**src/rtl/if_prefetch.sv**
```systemverilog
// ----------------------------------------------------------------------------
// if_prefetch -- instruction-fetch stage feeding the decode stage.
//
// Issues sequential fetch requests over a req/gnt/rvalid memory interface,
// buffers the in-order responses (word plus issue address) in a small
// show-ahead FIFO, and presents them to decode with valid/ready handshaking.
// A redirect from execute flushes the buffer and restarts fetch at a new PC.
// Responses still in flight for the flushed stream are counted and discarded.
//
// Optional feature (compile-time macro IF_BYPASS_EN):
//   When the FIFO is empty, a live response is forwarded combinationally to
//   decode in the cycle it returns. If decode takes it, it is never pushed.
//
// Ports:
//   clk, rst          clock (rising edge), asynchronous active-high reset
//   imem_req_o        fetch request valid
//   imem_addr_o       fetch address (word aligned)
//   imem_gnt_i        request accepted (handshake = req & gnt)
//   imem_rvalid_i     response valid (in order, >= 1 cycle after grant)
//   imem_rdata_i      response instruction word
//   redirect_i        flush and restart fetch at redirect_addr_i
//   redirect_addr_i   new PC (bits [1:0] ignored)
//   id_ready_i        decode accepts the current instruction
//   inst_valid_o      inst_o / inst_addr_o hold a valid instruction
//   inst_o            instruction to decode (NOP_INST when not valid)
//   inst_addr_o       address of inst_o (holds last value when not valid)
// ----------------------------------------------------------------------------
module if_prefetch #(
    parameter logic [31:0] RESET_ADDR = 32'h0000_0000,
    parameter int unsigned FIFO_DEPTH = 2,
    parameter logic [31:0] NOP_INST   = 32'h0000_0013
) (
    input  logic        clk,
    input  logic        rst,
    output logic        imem_req_o,
    output logic [31:0] imem_addr_o,
    input  logic        imem_gnt_i,
    input  logic        imem_rvalid_i,
    input  logic [31:0] imem_rdata_i,
    input  logic        redirect_i,
    input  logic [31:0] redirect_addr_i,
    input  logic        id_ready_i,
    output logic        inst_valid_o,
    output logic [31:0] inst_o,
    output logic [31:0] inst_addr_o
);

    localparam int AW = $clog2(FIFO_DEPTH);
    localparam int CW = AW + 1;

    typedef logic [CW-1:0] cnt_t;

    localparam logic [CW:0] DEPTH_C = (CW + 1)'(FIFO_DEPTH);

    // Architectural state
    logic [31:0]   pc_q;         // next address to request
    logic [31:0]   rsp_pc_q;     // address of the next live response
    logic [31:0]   addr_hold_q;  // last address shown to decode
    cnt_t          live_q;       // granted, unreturned, current stream
    cnt_t          drop_q;       // in flight from flushed streams
    cnt_t          count_q;      // FIFO occupancy
    logic [AW-1:0] wr_ptr_q;
    logic [AW-1:0] rd_ptr_q;
    logic [31:0]   mem_data [FIFO_DEPTH];
    logic [31:0]   mem_addr [FIFO_DEPTH];

    // Handshake / datapath decisions
    logic        grant;
    logic        rsp_drop;
    logic        rsp_keep;
    logic        bypass;
    logic        bypass_take;
    logic        push;
    logic        pop;
    logic        fifo_valid;
    logic [CW:0] occ_live;
    logic [CW:0] live_drop;
    logic [31:0] redirect_pc;

    assign redirect_pc = redirect_addr_i & ~32'h3;
    assign fifo_valid  = (count_q != '0);

    // Credits: never request more than the FIFO can absorb, and never let
    // the total in flight exceed what the counters are sized for.
    assign occ_live  = {1'b0, count_q} + {1'b0, live_q};
    assign live_drop = {1'b0, live_q} + {1'b0, drop_q};

    assign imem_req_o  = !rst && !redirect_i && (occ_live < DEPTH_C) && (live_drop < DEPTH_C);
    assign imem_addr_o = pc_q;
    assign grant       = imem_req_o && imem_gnt_i;

    // Responses from flushed streams come back first (in order), so they are
    // discarded while drop_q is non-zero. A response during a redirect cycle
    // belongs to the old stream and is folded into the new drop count.
    assign rsp_drop = imem_rvalid_i && (drop_q != '0);
    assign rsp_keep = imem_rvalid_i && (drop_q == '0) && !redirect_i;

`ifdef IF_BYPASS_EN
    assign bypass      = rsp_keep && !fifo_valid;
    assign bypass_take = bypass && id_ready_i;
`else
    assign bypass      = 1'b0;
    assign bypass_take = 1'b0;
`endif

    assign push = rsp_keep && !bypass_take;
    assign pop  = fifo_valid && id_ready_i && !redirect_i;

    // NOTE: every output of this block gets a default before any condition,
    // so no path leaves a signal unassigned and no latch is inferred.
    always_comb begin
        inst_valid_o = fifo_valid;
        inst_o       = fifo_valid ? mem_data[rd_ptr_q] : NOP_INST;
        inst_addr_o  = fifo_valid ? mem_addr[rd_ptr_q] : addr_hold_q;
        if (bypass) begin
            inst_valid_o = 1'b1;
            inst_o       = imem_rdata_i;
            inst_addr_o  = rsp_pc_q;
        end
    end

    // NOTE: sequential state uses non-blocking assignments only, so every
    // register samples the pre-edge values of its inputs.
    always_ff @(posedge clk or posedge rst) begin
        if (rst) begin
            pc_q        <= RESET_ADDR;
            rsp_pc_q    <= RESET_ADDR;
            addr_hold_q <= '0;
            live_q      <= '0;
            drop_q      <= '0;
            count_q     <= '0;
            wr_ptr_q    <= '0;
            rd_ptr_q    <= '0;
        end else begin
            if (inst_valid_o) begin
                addr_hold_q <= inst_addr_o;
            end

            if (redirect_i) begin
                // Everything outstanding now belongs to a dead stream; an
                // rvalid this cycle has already retired one of them.
                pc_q     <= redirect_pc;
                rsp_pc_q <= redirect_pc;
                live_q   <= '0;
                drop_q   <= drop_q + live_q + cnt_t'(grant) - cnt_t'(imem_rvalid_i);
                count_q  <= '0;
                wr_ptr_q <= '0;
                rd_ptr_q <= '0;
            end else begin
                if (grant) begin
                    pc_q <= pc_q + 32'd4;
                end
                if (rsp_keep) begin
                    rsp_pc_q <= rsp_pc_q + 32'd4;
                end
                live_q  <= live_q + cnt_t'(grant) - cnt_t'(rsp_keep);
                drop_q  <= drop_q - cnt_t'(rsp_drop);
                count_q <= count_q + cnt_t'(push) - cnt_t'(pop);
                if (push) begin
                    wr_ptr_q <= wr_ptr_q + 1'b1;
                end
                if (pop) begin
                    rd_ptr_q <= rd_ptr_q + 1'b1;
                end
            end
        end
    end

    // NOTE: buffer storage has no reset; an entry is only read after it has
    // been written, because validity comes from count_q.
    always_ff @(posedge clk) begin
        if (push) begin
            mem_data[wr_ptr_q] <= imem_rdata_i;
            mem_addr[wr_ptr_q] <= rsp_pc_q;
        end
    end

endmodule
```
**config.mk**
```make
export PLATFORM = sky130hd
export DESIGN_NAME = if_prefetch
export DESIGN_NICKNAME = d
export VERILOG_FILES = /design/src/rtl/if_prefetch.sv
export SDC_FILE = /design/constraint.sdc
export NUM_CORES = 1
export LEC_CHECK = 0
export ABC_CLOCK_PERIOD_IN_PS = 7900
export CAP_MARGIN = 20
export CELL_PAD_IN_SITES_DETAIL_PLACEMENT = 0
export CELL_PAD_IN_SITES_GLOBAL_PLACEMENT = 1
export CORE_MARGIN = 2
export CORE_UTILIZATION = 46
export CTS_BUF_LIST = sky130_fd_sc_hd__clkbuf_16
export CTS_CLUSTER_DIAMETER = 80
export DETAILED_ROUTE_END_ITERATION = 8
export HOLD_SLACK_MARGIN = 0.03
export PLACE_DENSITY_LB_ADDON = 0.1
export SYNTH_ARGS = -nofsm -noshare
export SYNTH_HDL_FRONTEND = slang
export SYNTH_SLANG_ARGS = --single-unit
```
**constraint.sdc**
```tcl
create_clock -name clk -period 7.9 [get_ports clk]
set_input_delay 0.79 -clock clk [delete_from_list [all_inputs] [get_ports clk]]
set_output_delay 0.79 -clock clk [all_outputs]
set_load 0.02 [all_outputs]
```
==> impl_metrics.yaml, run 1 <==
critical_path:
  critPathLaunchType: "flop"
  crit_start: "rd_ptr_q"
  worst_r2r_startpoint: "live_q[0]"
  timing.rr.end: "live_q[1]"
  required_ns: 7.11
  path_max_fanout: 32
  r2r_cells: 11
  crit_path_end_kind: "primary output"
  r2r_slack_ns: 4.36
  critPathKind: "reg2out"
  endpoint: "inst_addr_o[2]"
  cp_data_arrival_time_ns: 2.99
yosys:
  synth_edf_count: 124
  syn_area_um2: 9718
  synth.area.top_cells: "edfxtp_1, dfrtp_1, mux2i_1"
  yosysMostFrequentCell: "edfxtp_1"
  synthXorXnorAreaFrac: 0.04146
  synth_common_cells: "edfxtp_1, dfrtp_1, o21ai_0"
  ys_seq_area_frac: 0.6407
  ys_dominant_reg_cell: "edfxtp_1"
  yosysTopAreaCell: "edfxtp_1"
  postSynthCellCount: 785
  async_reset_ff_frac: 0.4464
  yosysWarnings: 0
  ys_types: 41
  synth_top_family_by_area: "simple AND/OR/NAND/NOR gates"
  synth_mux_area_frac: 0.08214
  syn_avg_cell_area_um2: 12.38
  synth_compound_area_frac: 0.07274
  synth-simple-area-share: 0.1227
  synth_top_area_share: 0.3832
  synthAdderAreaFrac: 0.01699
  ys_ff_latch: 224
routing:
  first_pass_iters: 5
  vias: 6526
  via_per_inst: 5.288
  drc_errors: 0
  avgRoutedWirePerCell_um: 16.91
  finalWirelength_um: 20870
  antenna_left: 0
  drt_iter0_drc: 365
cells_and_area:
  finalNetCount: 1024
  layout-drive-gt1-share: 0.06361
  finalNonFillerCells: 1234
  n_antenna_cell: 0
  area_delta_synth_final_pct: 27.27
power_and_ir_drop:
  finalPower_mw: 3.687
  vdd_drop_max_mv: 0.1216
  power_per_cell_area_nw_per_um2: 298.1
  leakage_nw: 4.536
clocking:
  clock-sinks: 224
  cts_resized: 0
  insertion_delay_ns: 0.50
  cts_tree: "done"
  htreeDepth: 1
  cts_setup_buffers: 0
  cts.clk_slew.worst_paths_ns: 0.06
  clock_path_buffers: 3
  cts_buffers: 24
  clock-root-buffer: "clkbuf_16"
  cts.hold.buffers_added: 0
timing:
  skew_ns: 0.01038
  finalHoldViolations: 0
  tightest_slew_ns: 1.038
  final_max_slew_viol_count: 0
  finalSetupViolations: 0
  tns_ns: 0
  maxSlewHeadroom: 0.3081
  rsz0062_at_grt: "no"
  fin_crit_ns: 3.780
  finalHoldWorstSlack_ns: 0.4660
  timing.final.crit_share: 0.4785
  fmax_mhz: 264.5
global_route:
  grt_max_degree: 125
  grt_pass1_wl_um: 33560
  antenna_found_initial: 0
  grt_pass1_vias: 6381
  grtUsageTotal: 0.1908
  gr-total-overflow: 0
floorplan:
  die_h_um: 149.4
  rows: 53
  die-width_um: 149.4
  fp.dieArea_um2: 22310
  ios: 168
  fp.coreArea_um2: 20890
  start_util: 0.4652
flow_run:
  cap_violations: 0
min_path:
  hp-class: "reg2reg"
placement:
  numPortBuffers: 163
  dp_cells: 1191
  hpwlAfterDp_um: 13980
  routabilityCongestion: 0.8557
outcome:
  status: "completed"
## area by class of cell
type                            count  area (µm²)
Clock buffer                       25       625.6
Clock inverter                     18       152.6
Fill cell                        1696        8521
Inverter                           14       55.05
Multi-Input combinational cell    509        3289
Sequential cell                   224        6230
Tap cell                          275       344.1
Timing Repair Buffer              169        1672
## registers in the layout, summed over array words and instances, names as in the netlist
signal       flops
addr_hold_q     32
count_q          2
drop_q           2
imem_addr_o     30
live_q           2
mem_addr        60
mem_data        64
rd_ptr_q         1
rsp_pc_q        30
wr_ptr_q         1
## layer usage
layer  vias to the layer above  wire length [µm]  GRT usage
met2                       227              9333     0.2975
met1                      3108              9690     0.2732
met4                         0               470    0.06048
li1                       3159                 -          -
met3                        32              1379    0.03486
met5                         -                 0          0
## how the worst min path moves through the flow
stage	from	to	cells after the start	slack [ns]
floorplan	addr_hold_q[10]	addr_hold_q[10]	2	0.44
global route	addr_hold_q[20]	addr_hold_q[20]	2	0.50
global placement	addr_hold_q[26]	addr_hold_q[26]	2	0.45
CTS	addr_hold_q[31]	addr_hold_q[31]	2	0.47
finish	addr_hold_q[21]	addr_hold_q[21]	2	0.47
detailed placement	addr_hold_q[31]	addr_hold_q[31]	2	0.46
## per-stage QoR
stage                 util  worst slack [ns]  cell area [µm²]
floorplan                -             3.270             9722
global placement    0.5548             4.170            11590
detailed placement  0.5548             4.116            11590
CTS                 0.5921             4.067            12370
global route        0.5921             3.896            12370
finish              0.5921             4.120            12370
## critical path, cell delays in order, from the launching register on
cell,delay (ns)
dfrtp_4,0.78
buf_4,0.59
mux2i_1,0.16
o21ai_0,0.24
clkdlybuf4s50_1,0.67
## power breakdown
part           internal, mW  total, mW  switching, mW
Combinational         0.476       1.07          0.594
Clock                 0.666       1.09          0.426
Sequential             1.41       1.53          0.117
Total                  2.55       3.69           1.14
## placed cells by master (no fill, tap or decap), types with 2 or more instances in the layout
cell and instances:
a21oi_1 7, a31oi_1 2, and2_1 10, and3_1 4
and4_1 5, buf_4 6, bufinv_16 3, clkbuf_16 25
clkdlybuf4s50_1 162, clkinv_1 5, conb_1 2, dfrtp_1 99
edfxtp_1 124, fa_1 2, ha_1 10, inv_1 21
mux2_2 14, mux2i_1 64, nand2_1 89, nand3_1 29
nand4_1 15, nor2_1 54, nor2_4 2, nor2b_1 3
nor3_1 8, nor4_1 13, nor4_4 2, nor4b_1 2
o211ai_1 13, o21ai_0 90, o311ai_0 11, or3_1 4
xnor2_1 26, xor2_1 20
## kinds of logic (layout without fill, tap and decap cells)
logic type                 after synthesis  count (layout)
buffers and inverters                   53             226
other                                    1               2
muxes                                   78              78
AOI/OAI and AO/OA                      125             125
and+or+nand+nor                        246             246
DFF                                    224             224
adders and majority gates               12              12
xor gates and xnor gates                46              46
Power figures use the tool's default switching activity.
==> run 2: changes to the inputs <==
--- a/config.mk
+++ b/config.mk
@@ -5,12 +5,12 @@
 export SDC_FILE = /design/constraint.sdc
 export NUM_CORES = 1
 export LEC_CHECK = 0
-export ABC_CLOCK_PERIOD_IN_PS = 7900
+export ABC_CLOCK_PERIOD_IN_PS = 3400
 export CAP_MARGIN = 20
 export CELL_PAD_IN_SITES_DETAIL_PLACEMENT = 0
 export CELL_PAD_IN_SITES_GLOBAL_PLACEMENT = 1
 export CORE_MARGIN = 2
-export CORE_UTILIZATION = 46
+export CORE_UTILIZATION = 38
 export CTS_BUF_LIST = sky130_fd_sc_hd__clkbuf_16
 export CTS_CLUSTER_DIAMETER = 80
 export DETAILED_ROUTE_END_ITERATION = 8
==> constraint.sdc (replaced) <==
create_clock -name clk -period 3.4 [get_ports clk]
set_input_delay 0.34 -clock clk [delete_from_list [all_inputs] [get_ports clk]]
set_output_delay 0.34 -clock clk [all_outputs]
set_load 0.02 [all_outputs]
==> run 2 against run 1 <==
  * Clock skew decreased by 0.0021 ns
  * Non-clock buffer count up 8
  * Register-to-register slack lost 3.9 ns
  * Final cell count increased by 5.2%
  * Total power is 130% higher
  * Via count up 0.64%
  * Die area up 20%
  * Critical path depth is 1 higher
==> impl_metrics.yaml, run 2 (synthesis results as in run 1) <==
floorplan:
  fp.dieArea_um2: 26870
  ios: 168
  die_h_um: 163.9
  fp.coreArea_um2: 25180
  rows: 58
  die-width_um: 163.9
  start_util: 0.3859
global_route:
  grt_pass1_wl_um: 35310
  antenna_found_initial: 0
  grt_pass1_vias: 6561
  grtUsageTotal: 0.1662
  gr-total-overflow: 0
  grt_max_degree: 96
critical_path:
  critPathKind: "reg2out"
  cp_data_arrival_time_ns: 2.74
  crit_path_end_kind: "primary output"
  required_ns: 3.06
  critPathLaunchType: "flop"
  path_max_fanout: 4
cells_and_area:
  layout-drive-gt1-share: 0.07748
  finalNetCount: 1033
  multi_input_area_um2: 3289
  top_register: "mem_data"
  layout_common_cells: "clkdlybuf4s50_1, edfxtp_1, dfrtp_1"
  area_delta_synth_final_pct: 28.89
  fillCellCount: 2183
  largest_register_ffs: 64
  ff_latch_area_um2: 6230
  n_antenna_cell: 0
  final_common_cell: "clkdlybuf4s50_1"
  reg.largest.list: "mem_data x64, mem_addr x60, addr_hold_q x32"
  finalInstanceArea_um2: 12530
placement:
  hpwlAfterDp_um: 15160
  dpl_cell_area_um2: 11760
  numPortBuffers: 163
  routabilityCongestion: 0.8111
timing:
  finalSetupViolations: 0
  tightest_slew_ns: 0.7349
  finalHoldViolations: 0
  final_max_slew_viol_count: 0
  fmax_mhz: 324.9
  rsz0062_at_grt: "no"
  skew_ns: 0.008330
  timing.final.crit_share: 0.9054
  fin_crit_ns: 3.078
  tns_ns: 0
  maxSlewHeadroom: 0.5083
outcome:
  status: "completed"
routing:
  via_per_inst: 5.060
  vias: 6568
  first_pass_iters: 5
  finalWirelength_um: 22110
  drc_errors: 0
  drt_iter0_drc: 321
  avgRoutedWirePerCell_um: 17.03
  antenna_left: 0
clocking:
  cts_resized: 0
  clock_path_buffers: 3
  cts_setup_buffers: 0
  insertion_delay_ns: 0.50
  clock-root-buffer: "clkbuf_16"
  cts.clk_slew.worst_paths_ns: 0.06
  cts.hold.buffers_added: 0
  htreeDepth: 1
  cts_tree: "done"
  clock-sinks: 224
  cts_buffers: 25
power_and_ir_drop:
  finalPower_mw: 8.608
  power_per_cell_area_nw_per_um2: 687.2
  vdd_drop_max_mv: 0.3550
  leakage_nw: 4.576
min_path:
  hp-class: "in2async"
flow_run:
  cap_violations: 0
[run 2: cell types whose count changed in the layout (fill, tap and decap cells not counted), sizes merged]
cell	change
inv	-3
buf	+8
clkinvlp	+1
bufinv	-1
clkinv	+4
[run 2: layout make-up]
class,count,area share
Multi-Input combinational cell,509,0.2626
Inverter,14,0.004395
Clock buffer,25,0.04994
Timing Repair Buffer,177,0.1412
Clock inverter,19,0.01149
Tap cell,330,0.03296
Sequential cell,224,0.4974
[run 2: worst max-delay path, stage by stage (launching register included)]
cell and delay, ns:
dfrtp_1 0.41, and2_1 0.18, fa_1 0.48, nor4_4 0.37
and2_1 0.18, clkdlybuf4s50_1 0.61
[run 2: report_power, final]
group	internal [mW]	switching, mW	leakage, nW
sequential	3.27	0.238	2.35
combinational	1.14	1.43	1.82
clock	1.49	1.05	0.400
[run 2: through the flow]
stage	worst slack (ns)	hold WS (ns)	instances	utilization
6_report	0.3218	0.2865	1298	0.4974
5_1_grt	0.1566	0.3239	1298	0.4974
4_1_cts	0.2762	0.2925	1298	0.4974
3_5_place_dp	0.4958	0.4595	1254	0.4669
3_3_place_gp	0.5146	0.4504	1254	0.4669
2_1_floorplan	0.1340	0.4387	786	-
[run 2: final timing paths]
| check | from | to | slack, ns | depth (start not counted) |
|---|---|---|---|---|
| worst max-delay path | live_q[0] | imem_req_o | 0.32 | 5 |
| worst min-delay path | rst | live_q[1] | 0.29 | 2 |
| worst max register to register | live_q[0] | live_q[1] | 0.51 | 11 |
| worst min register to register | addr_hold_q[16] | addr_hold_q[16] | 0.47 | 2 |
| max in group asynchronous | rst | addr_hold_q[22] | 2.38 | 3 |
| min in group clk | imem_rdata_i[4] | mem_data[0][4] | 0.42 | 1 |
[run 2: per-layer routing]
layer  track usage  up-vias  part of all wire
met5             0        -                 0
met4       0.03947        0             0.016
met3       0.03056       29             0.052
met2        0.2557      169              0.44
met1        0.2449     3188              0.49
li1              -     3182                 -
